## config.mk

```make
export PLATFORM = sky130hd
export DESIGN_NAME = mmio_bus_flat
export DESIGN_NICKNAME = d
export VERILOG_FILES = /design/src/rtl/mmio_bus_if.sv /design/src/rtl/mmio_bus.sv /design/src/flat_wrapper.sv
export SDC_FILE = /design/constraint.sdc
export NUM_CORES = 1
export LEC_CHECK = 0
export BUFFER_PORTS_ARGS = -buffer_cell sky130_fd_sc_hd__buf_2
export CAP_MARGIN = 5
export CORE_AREA = 2 2 120 122
export DETAILED_ROUTE_END_ITERATION = 12
export DIE_AREA = 0 0 122 124
export MAX_ROUTING_LAYER = met4
export PLACE_DENSITY = 0.67
export SLEW_MARGIN = 10
export SYNTH_ARGS = -nofsm -noshare
export SYNTH_HDL_FRONTEND = slang
export SYNTH_SLANG_ARGS = --single-unit
```

## constraint.sdc

```tcl
create_clock -name clk -period 2.08 [get_ports clk]
set_input_delay 0.208 -clock clk [delete_from_list [all_inputs] [get_ports clk]]
set_output_delay 0.208 -clock clk [all_outputs]
set_load 0.01 [all_outputs]
```

## src/rtl/mmio_bus_if.sv

```systemverilog
// Core-side load/store handshake of the MMIO interconnect.
// The core drives requests (master); the interconnect answers (slave).
interface mmio_bus_if #(
    parameter int ADDR_W = 32,
    parameter int DATA_W = 32
);
    logic              m_valid;
    logic              m_ready;
    logic              m_we;
    logic [1:0]        m_size;
    logic [ADDR_W-1:0] m_addr;
    logic [DATA_W-1:0] m_wdata;
    logic              m_rvalid;
    logic [DATA_W-1:0] m_rdata;
    logic              m_fault;
    logic [1:0]        m_fault_code;

    modport master (
        output m_valid, m_we, m_size, m_addr, m_wdata,
        input  m_ready, m_rvalid, m_rdata,
        input  m_fault, m_fault_code
    );

    modport slave (
        input  m_valid, m_we, m_size, m_addr, m_wdata,
        output m_ready, m_rvalid, m_rdata,
        output m_fault, m_fault_code
    );
endinterface

```

## src/rtl/mmio_bus.sv

```systemverilog
// MMIO interconnect: decodes core accesses onto N slave windows,
// one outstanding transaction, registered response, fault reporting.
module mmio_bus #(
    parameter int N_SLAVES = 4,
    parameter int ADDR_W   = 32,
    parameter int DATA_W   = 32,
    parameter logic [N_SLAVES*ADDR_W-1:0] BASE = '0,
    parameter logic [N_SLAVES*ADDR_W-1:0] MASK = '0,
    parameter int TIMEOUT  = 255
) (
    input  logic                       clk,
    input  logic                       resetn,
    mmio_bus_if.slave                  m,
    output logic [N_SLAVES-1:0]        s_sel,
    output logic                       s_valid,
    output logic                       s_we,
    output logic [1:0]                 s_size,
    output logic [ADDR_W-1:0]          s_addr,
    output logic [DATA_W-1:0]          s_wdata,
    input  logic [N_SLAVES-1:0]        s_ready,
    input  logic [N_SLAVES*DATA_W-1:0] s_rdata
);
    localparam int CNT_W = (TIMEOUT > 1) ? $clog2(TIMEOUT) : 1;
    localparam logic [CNT_W-1:0] CNT_LAST = CNT_W'(TIMEOUT - 1);

    typedef enum logic [1:0] {
        IDLE   = 2'd0,
        ACCESS = 2'd1,
        RESP   = 2'd2
    } state_t;

    state_t state, state_nx;

    logic [CNT_W-1:0]    cnt;
    logic [N_SLAVES-1:0] sel_q;
    logic [DATA_W-1:0]   rdata_q;
    logic                fault_q;
    logic [1:0]          code_q;

    logic                bad_align;
    logic                hit;
    logic [N_SLAVES-1:0] hit_sel;
    logic [ADDR_W-1:0]   hit_off;
    logic                rdy;
    logic                tmo;
    logic [DATA_W-1:0]   sel_rdata;

    // Alignment check: size 3 is never legal
    always_comb begin
        unique case (m.m_size)
            2'd0:    bad_align = 1'b0;
            2'd1:    bad_align = m.m_addr[0];
            2'd2:    bad_align = |m.m_addr[1:0];
            default: bad_align = 1'b1;
        endcase
    end

    // Window decode; descending scan so the lowest index wins overlaps
    always_comb begin
        hit     = 1'b0;
        hit_sel = '0;
        hit_off = '0;
        for (int i = N_SLAVES - 1; i >= 0; i--) begin
            if ((m.m_addr & MASK[i*ADDR_W +: ADDR_W])
                == BASE[i*ADDR_W +: ADDR_W]) begin
                hit        = 1'b1;
                hit_sel    = '0;
                hit_sel[i] = 1'b1;
                hit_off    = m.m_addr & ~MASK[i*ADDR_W +: ADDR_W];
            end
        end
    end

    // Selected slave's ready and read data; other slaves are ignored
    always_comb begin
        rdy       = |(s_ready & sel_q);
        sel_rdata = '0;
        for (int i = 0; i < N_SLAVES; i++) begin
            if (sel_q[i]) begin
                sel_rdata = s_rdata[i*DATA_W +: DATA_W];
            end
        end
    end

    assign tmo = (TIMEOUT != 0) && (cnt == CNT_LAST);

    // State register
    always_ff @(posedge clk) begin
        if (!resetn) begin
            state <= IDLE;
        end else begin
            state <= state_nx;
        end
    end

    // Next-state logic; ready beats a same-cycle timeout
    always_comb begin
        state_nx = state;
        unique case (state)
            IDLE: begin
                if (m.m_valid) begin
                    state_nx = (bad_align || !hit) ? RESP : ACCESS;
                end
            end
            ACCESS: begin
                if (rdy || tmo) begin
                    state_nx = RESP;
                end
            end
            RESP:    state_nx = IDLE;
            default: state_nx = IDLE;
        endcase
    end

    // FSM-derived handshake outputs
    always_comb begin
        m.m_ready  = (state == IDLE);
        m.m_rvalid = (state == RESP);
        s_valid    = (state == ACCESS);
    end

    assign s_sel          = sel_q;
    assign m.m_rdata      = rdata_q;
    assign m.m_fault      = fault_q;
    assign m.m_fault_code = code_q;

    // Request latch, wait counter and response capture
    always_ff @(posedge clk) begin
        if (!resetn) begin
            cnt     <= '0;
            sel_q   <= '0;
            s_we    <= 1'b0;
            s_size  <= 2'd0;
            s_addr  <= '0;
            s_wdata <= '0;
            rdata_q <= '0;
            fault_q <= 1'b0;
            code_q  <= 2'd0;
        end else begin
            unique case (state)
                IDLE: begin
                    if (m.m_valid) begin
                        s_we    <= m.m_we;
                        s_size  <= m.m_size;
                        s_wdata <= m.m_wdata;
                        cnt     <= '0;
                        if (bad_align) begin
                            rdata_q <= '0;
                            fault_q <= 1'b1;
                            code_q  <= 2'b10;
                        end else if (!hit) begin
                            rdata_q <= '0;
                            fault_q <= 1'b1;
                            code_q  <= 2'b01;
                        end else begin
                            sel_q   <= hit_sel;
                            s_addr  <= hit_off;
                        end
                    end
                end
                ACCESS: begin
                    if (rdy) begin
                        rdata_q <= s_we ? '0 : sel_rdata;
                        fault_q <= 1'b0;
                        code_q  <= 2'b00;
                        sel_q   <= '0;
                    end else if (tmo) begin
                        rdata_q <= '0;
                        fault_q <= 1'b1;
                        code_q  <= 2'b11;
                        sel_q   <= '0;
                    end else begin
                        cnt <= cnt + 1'b1;
                    end
                end
                default: ;
            endcase
        end
    end
endmodule
```

## src/flat_wrapper.sv

```systemverilog
// flat-port wrapper written by rule: the top's interface ports become plain ports
module mmio_bus_flat 
#(
    parameter int N_SLAVES = 4,
    parameter int ADDR_W   = 32,
    parameter int DATA_W   = 32,
    parameter logic [N_SLAVES*ADDR_W-1:0] BASE = '0,
    parameter logic [N_SLAVES*ADDR_W-1:0] MASK = '0,
    parameter int TIMEOUT  = 255
)
  (clk, resetn, s_sel, s_valid, s_we, s_size, s_addr, s_wdata, s_ready, s_rdata, m_m_valid, m_m_we, m_m_size, m_m_addr, m_m_wdata, m_m_ready, m_m_rvalid, m_m_rdata, m_m_fault, m_m_fault_code);
  mmio_bus_if #(.ADDR_W(ADDR_W), .DATA_W(DATA_W)) m_i ();
  input  logic clk;
  input  logic resetn;
  output logic [N_SLAVES-1:0] s_sel;
  output logic s_valid;
  output logic s_we;
  output logic [1:0] s_size;
  output logic [ADDR_W-1:0] s_addr;
  output logic [DATA_W-1:0] s_wdata;
  input  logic [N_SLAVES-1:0] s_ready;
  input  logic [N_SLAVES*DATA_W-1:0] s_rdata;
  input wire logic [$bits(m_i.m_valid)-1:0] m_m_valid;
  input wire logic [$bits(m_i.m_we)-1:0] m_m_we;
  input wire logic [$bits(m_i.m_size)-1:0] m_m_size;
  input wire logic [$bits(m_i.m_addr)-1:0] m_m_addr;
  input wire logic [$bits(m_i.m_wdata)-1:0] m_m_wdata;
  output wire logic [$bits(m_i.m_ready)-1:0] m_m_ready;
  output wire logic [$bits(m_i.m_rvalid)-1:0] m_m_rvalid;
  output wire logic [$bits(m_i.m_rdata)-1:0] m_m_rdata;
  output wire logic [$bits(m_i.m_fault)-1:0] m_m_fault;
  output wire logic [$bits(m_i.m_fault_code)-1:0] m_m_fault_code;
  assign m_i.m_valid = m_m_valid;
  assign m_i.m_we = m_m_we;
  assign m_i.m_size = m_m_size;
  assign m_i.m_addr = m_m_addr;
  assign m_i.m_wdata = m_m_wdata;
  assign m_m_ready = m_i.m_ready;
  assign m_m_rvalid = m_i.m_rvalid;
  assign m_m_rdata = m_i.m_rdata;
  assign m_m_fault = m_i.m_fault;
  assign m_m_fault_code = m_i.m_fault_code;
  mmio_bus #(.N_SLAVES(N_SLAVES), .ADDR_W(ADDR_W), .DATA_W(DATA_W), .BASE(BASE), .MASK(MASK), .TIMEOUT(TIMEOUT)) u_core (.clk(clk), .resetn(resetn), .m(m_i), .s_sel(s_sel), .s_valid(s_valid), .s_we(s_we), .s_size(s_size), .s_addr(s_addr), .s_wdata(s_wdata), .s_ready(s_ready), .s_rdata(s_rdata));
endmodule
```

# Word-level counts from Yosys, hierarchy flattened

Index checks and enable logic that the tools add are counted.

Logic and storage cells: 71
Input port bits: 202
Output and inout port bits: 109
Register bits after elaboration: 116

$add $sub $neg: 1
Muxes and demuxes: 34
Reduce and logical (&&, ||, !) cells: 12
Bitwise logic cells: 2
Equality and inequality tests: 12

Operators by type and width:

| operator            | number |
|---|---|
| $mux 32             | 9 |
| $pmux 32 s2         | 1 |
| $mux 8              | 3 |
| $mux 4              | 4 |
| $pmux 8 s2          | 1 |
| $mux 2              | 7 |
| $reduce_and 4->1    | 3 |
| $add 8x1->8 const B | 1 |
| $eq 8x8->1 const B  | 1 |
| $ne 2x2->1 const B  | 4 |
| $pmux 2 s2          | 2 |
| $pmux 4 s2          | 1 |
| $and 4x4->4         | 1 |
| $eq 2x1->1 const B  | 2 |
| $eq 2x2->1 const B  | 2 |
| $logic_not 2->1     | 2 |
| $mux 1              | 4 |
| $ne 2x1->1 const B  | 2 |
| $reduce_and 2->1    | 2 |
| $reduce_or 4->1     | 1 |
| $ne 3x1->1 const B  | 1 |
| $pmux 1 s3          | 1 |
| $reduce_and 3->1    | 1 |
| $pmux 1 s2          | 1 |
| other kinds (4)     | 4 |

# Depth between registers and ports, before layout

Depth in word-level cells: 7
Gate-level depth with buffers: 8
Depth with buffers taken out: 6

# Worst setup path before layout

OpenSTA, ideal clock, no wires.

Kind: flip-flop to flip-flop
Start: register u_core.cnt[0]
End: register u_core.cnt[7]
Data required time: 2010 ps
Arrival time: 1506 ps
Setup time: 70 ps
Stages on the path, launching flop included: 8
Slack: 504 ps
Cells stage by stage: dfxtp_1 inv_1 ha_1 nand3_1 o211ai_2 buf_6 or4_1 a21oi_1

Longest elaborated chain between the ends: 4
Elaborated cells on any way between the ends: 7
Classes of those cells: add/sub (1); eq/ne (2); mux (3); reduce/logical (1)

Ends and longest elaborated chain:

| what                     | line            | RTL |
|---|---|---|
| start: declaration       | mmio_bus.sv:34  | `logic [CNT_W-1:0] cnt;` |
| start signal: assignment | mmio_bus.sv:173 | `cnt <= cnt + 1'b1;` |
| $add 8x1->8              | mmio_bus.sv:173 |  |
| $mux 8                   | mmio_bus.sv:167 | `end else if (tmo) begin` |
| $mux 8                   | mmio_bus.sv:162 | `if (rdy) begin` |
| $pmux 8 s2               | mmio_bus.sv:140 | `unique case (state)` |

Parallel ways exist; a longest one is shown, timed or not. The select of a mux whose other input is x is not followed.
A chain may end at the register's enable or synchronous reset.

# Worst setup path after layout

Ends and elaborated chain as after synthesis.

==> metrics.yaml <==
status: "completed"
fin_nets: 849
synth_area_leader_cell: "dfxtp_1"
drive_gt1_share_pct: 38.15
htree_levels: 3
crit_path_max_fanout: 13
endpoint_kind: "register"
fin_area_um2: 5494
max_freq_mhz: 583.4
ios: 311
period_needed_ns: 1.714
fin_skew_ns: 0.007967
grt_usage_pct: 14.90
ys.flop_type: "dfxtp_1"
portBuffers: 208
routedWlPerCell_um: 13.42
placed_cell_area_um2: 5190
ys_warn_count: 0
vias_per_cell: 4.520
core_area_um2: 13720
p_leak_nw: 2.563
drc: 0
synth_cells: 445
grt_pass1_vias: 3510
start_kind: "register"
power_mw: 4.642
clock_latency_ns: 0.35
fin_util_pct: 40.05
period_share_pct: 82.41
pre_cts_slack_ns: 0.3653
relSlewSlack_pct: 66.18
clk_pin_slew_worst_paths_ns: 0.08
drtPass1Iterations: 5
place_congestion: 0.7555
hold_path.class: "primary input to register"
reg2reg_slack_ns: 0.37
die_h_um: 124
cts.sinks: 112
yosys.area.top_type_share_pct: 56.78
reg2reg_depth: 7
tightest_slew_ns: 0.5072
synthArstFlopShare_pct: 0
vdd_drop_max_v: 0.0007168
start_util_pct: 28.78
cts_root_buf: "clkbuf_16"
ys_types: 36
r2r_end: "u_core.cnt[7]"
hold_violations: 0
drt_iter0_drc: 152
maxCapViolCount: 0
syn_area_um2: 3949
routed_wl_um: 11140
layout_setup_ws_ns: 0.3659
place_hpwl_um: 8119
synthTopCellsByArea: "dfxtp_1 57%, nand2_1 13%, a21oi_1 10%, a22o_1 7.1%, buf_2 1.9%"
dp.cells: 814
cts.hold.buffers_added: 0
antenna_left: 0
slew_viol_final: 0
yosysSeqAreaShare_pct: 56.78
power_per_cell_area_nw_per_um2: 845.0
insertedDiodeCount: 0
postCtsSetupBuffers: 0
grt_max_degree: 62
syn_to_final_growth_pct: 39.13
grt_pass1_wl_um: 17060
syn_area_per_cell_um2: 8.874
synth_edf_count: 0
fin_hold_ws_ns: 0.06404
r2r-start: "u_core.cnt[0]"
cp_data_required_time_ns: 2.36
dieArea_um2: 15130
cts_buffer_depth: 2
antenna_found_initial: 0
setup.worst_path.start: "u_core.cnt[0]"
setup_violations: 0
rows: 43
cts_resized: 0
setup-tns-final_ns: 0
cts_buffers: 9
stdcell_count: 830
synth_seq_cells: 112
endpoint: "u_core.cnt[7]"
die_w_um: 122
arrival_ns: 2.00
tritoncts: "built"
vias: 3752
worstSetupPathType: "register to register"
rsz0062_at_grt: "no"
grt_overflow: 0
per-layer routing:
metal / GRT usage, % / vias up / routed length, µm
met5: - / - / 0
met2: 22.97 / 145 / 5055
met4: 3.305 / 0 / 93
met3: 5.861 / 5 / 933
li1: - / 1896 / -
met1: 18.50 / 1706 / 5059
cell usage after synthesis (2+ instances only):
library cell / number
a22o_1: 32
dfxtp_1: 112
inv_1: 5
nand2_1: 139
buf_1: 4
or4_1: 5
nor3_1: 2
a21oi_1: 79
ha_1: 2
nor2_1: 4
or3_1: 2
clkbuf_1: 9
buf_2: 15
o21ai_0: 3
o31ai_1: 5
buf_4: 4
nand3_1: 4
sequential cells by signal, indices dropped and copies added (netlist names):
name and flops:
u_core.s_we 1, u_core.s_size 2, u_core.state 2, u_core.m.m_rdata 32, u_core.s_addr 32, u_core.cnt 8
u_core.s_sel 1, u_core.m.m_fault_code 2, u_core.s_wdata 32
report_power, final:
group	leakage (nW)	switching (mW)	internal (mW)
combinational	1.50	0.353	0.247
sequential	0.911	0.0526	2.24
clock	0.149	0.888	0.861
total	2.56	1.29	3.35
cell type report:
cell class              instances  area (µm²)
fillers                      1456        8225
flip-flops and latches        112        2242
multi-input cells             295        1539
repair buffers                220        1156
clock buffers                   9       225.2
well taps                     180       225.2
clock inverters                 7       78.83
inverters                       7       27.53
cell usage in the layout, fill, tap and decap left out, types with 2 or more instances in the layout:
cell type / synthesis / layout
nor3_1: 2 / 2
buf_2: 15 / 208
a22o_1: 32 / 32
nand3_1: 4 / 4
dfxtp_1: 112 / 112
nor2_1: 4 / 4
o21ai_0: 3 / 3
or4_1: 5 / 5
inv_1: 5 / 5
o31ai_1: 5 / 5
conb_1: 1 / 3
buf_12: 0 / 2
clkbuf_16: 0 / 9
inv_6: 0 / 4
buf_4: 4 / 10
clkinv_8: 0 / 2
or3_1: 2 / 2
ha_1: 2 / 2
a21oi_1: 79 / 79
nand2_1: 139 / 139
critical path: stages (launching register included):
cell	delay, ns
dfxtp_1	0.37
inv_1	0.07
ha_1	0.20
nand3_1	0.11
o211ai_2	0.09
buf_4	0.19
or4_1	0.47
a21oi_1	0.15
worst min path at each step:
stage                      from              endpoint  slack (ns)  cells past startpoint
detailed placement  s_rdata[25]  u_core.m.m_rdata[25]        0.43                      2
floorplan            s_rdata[0]   u_core.m.m_rdata[0]        0.34                      1
finish               s_rdata[9]   u_core.m.m_rdata[9]        0.06                      2
global placement     s_rdata[9]   u_core.m.m_rdata[9]        0.42                      2
CTS                  s_rdata[9]   u_core.m.m_rdata[9]        0.04                      2
global route         s_rdata[9]   u_core.m.m_rdata[9]        0.04                      2
logic make-up after synthesis:
group / after synthesis / synth area share (%)
simple gates: 165 / 17.68
buf+inv: 40 / 4.879
compound gates: 125 / 19.93
other cells: 1 / 0.09497
fa+ha+maj: 2 / 0.6336
flops: 112 / 56.78
No activity file was read; power rests on OpenSTA's default activity.
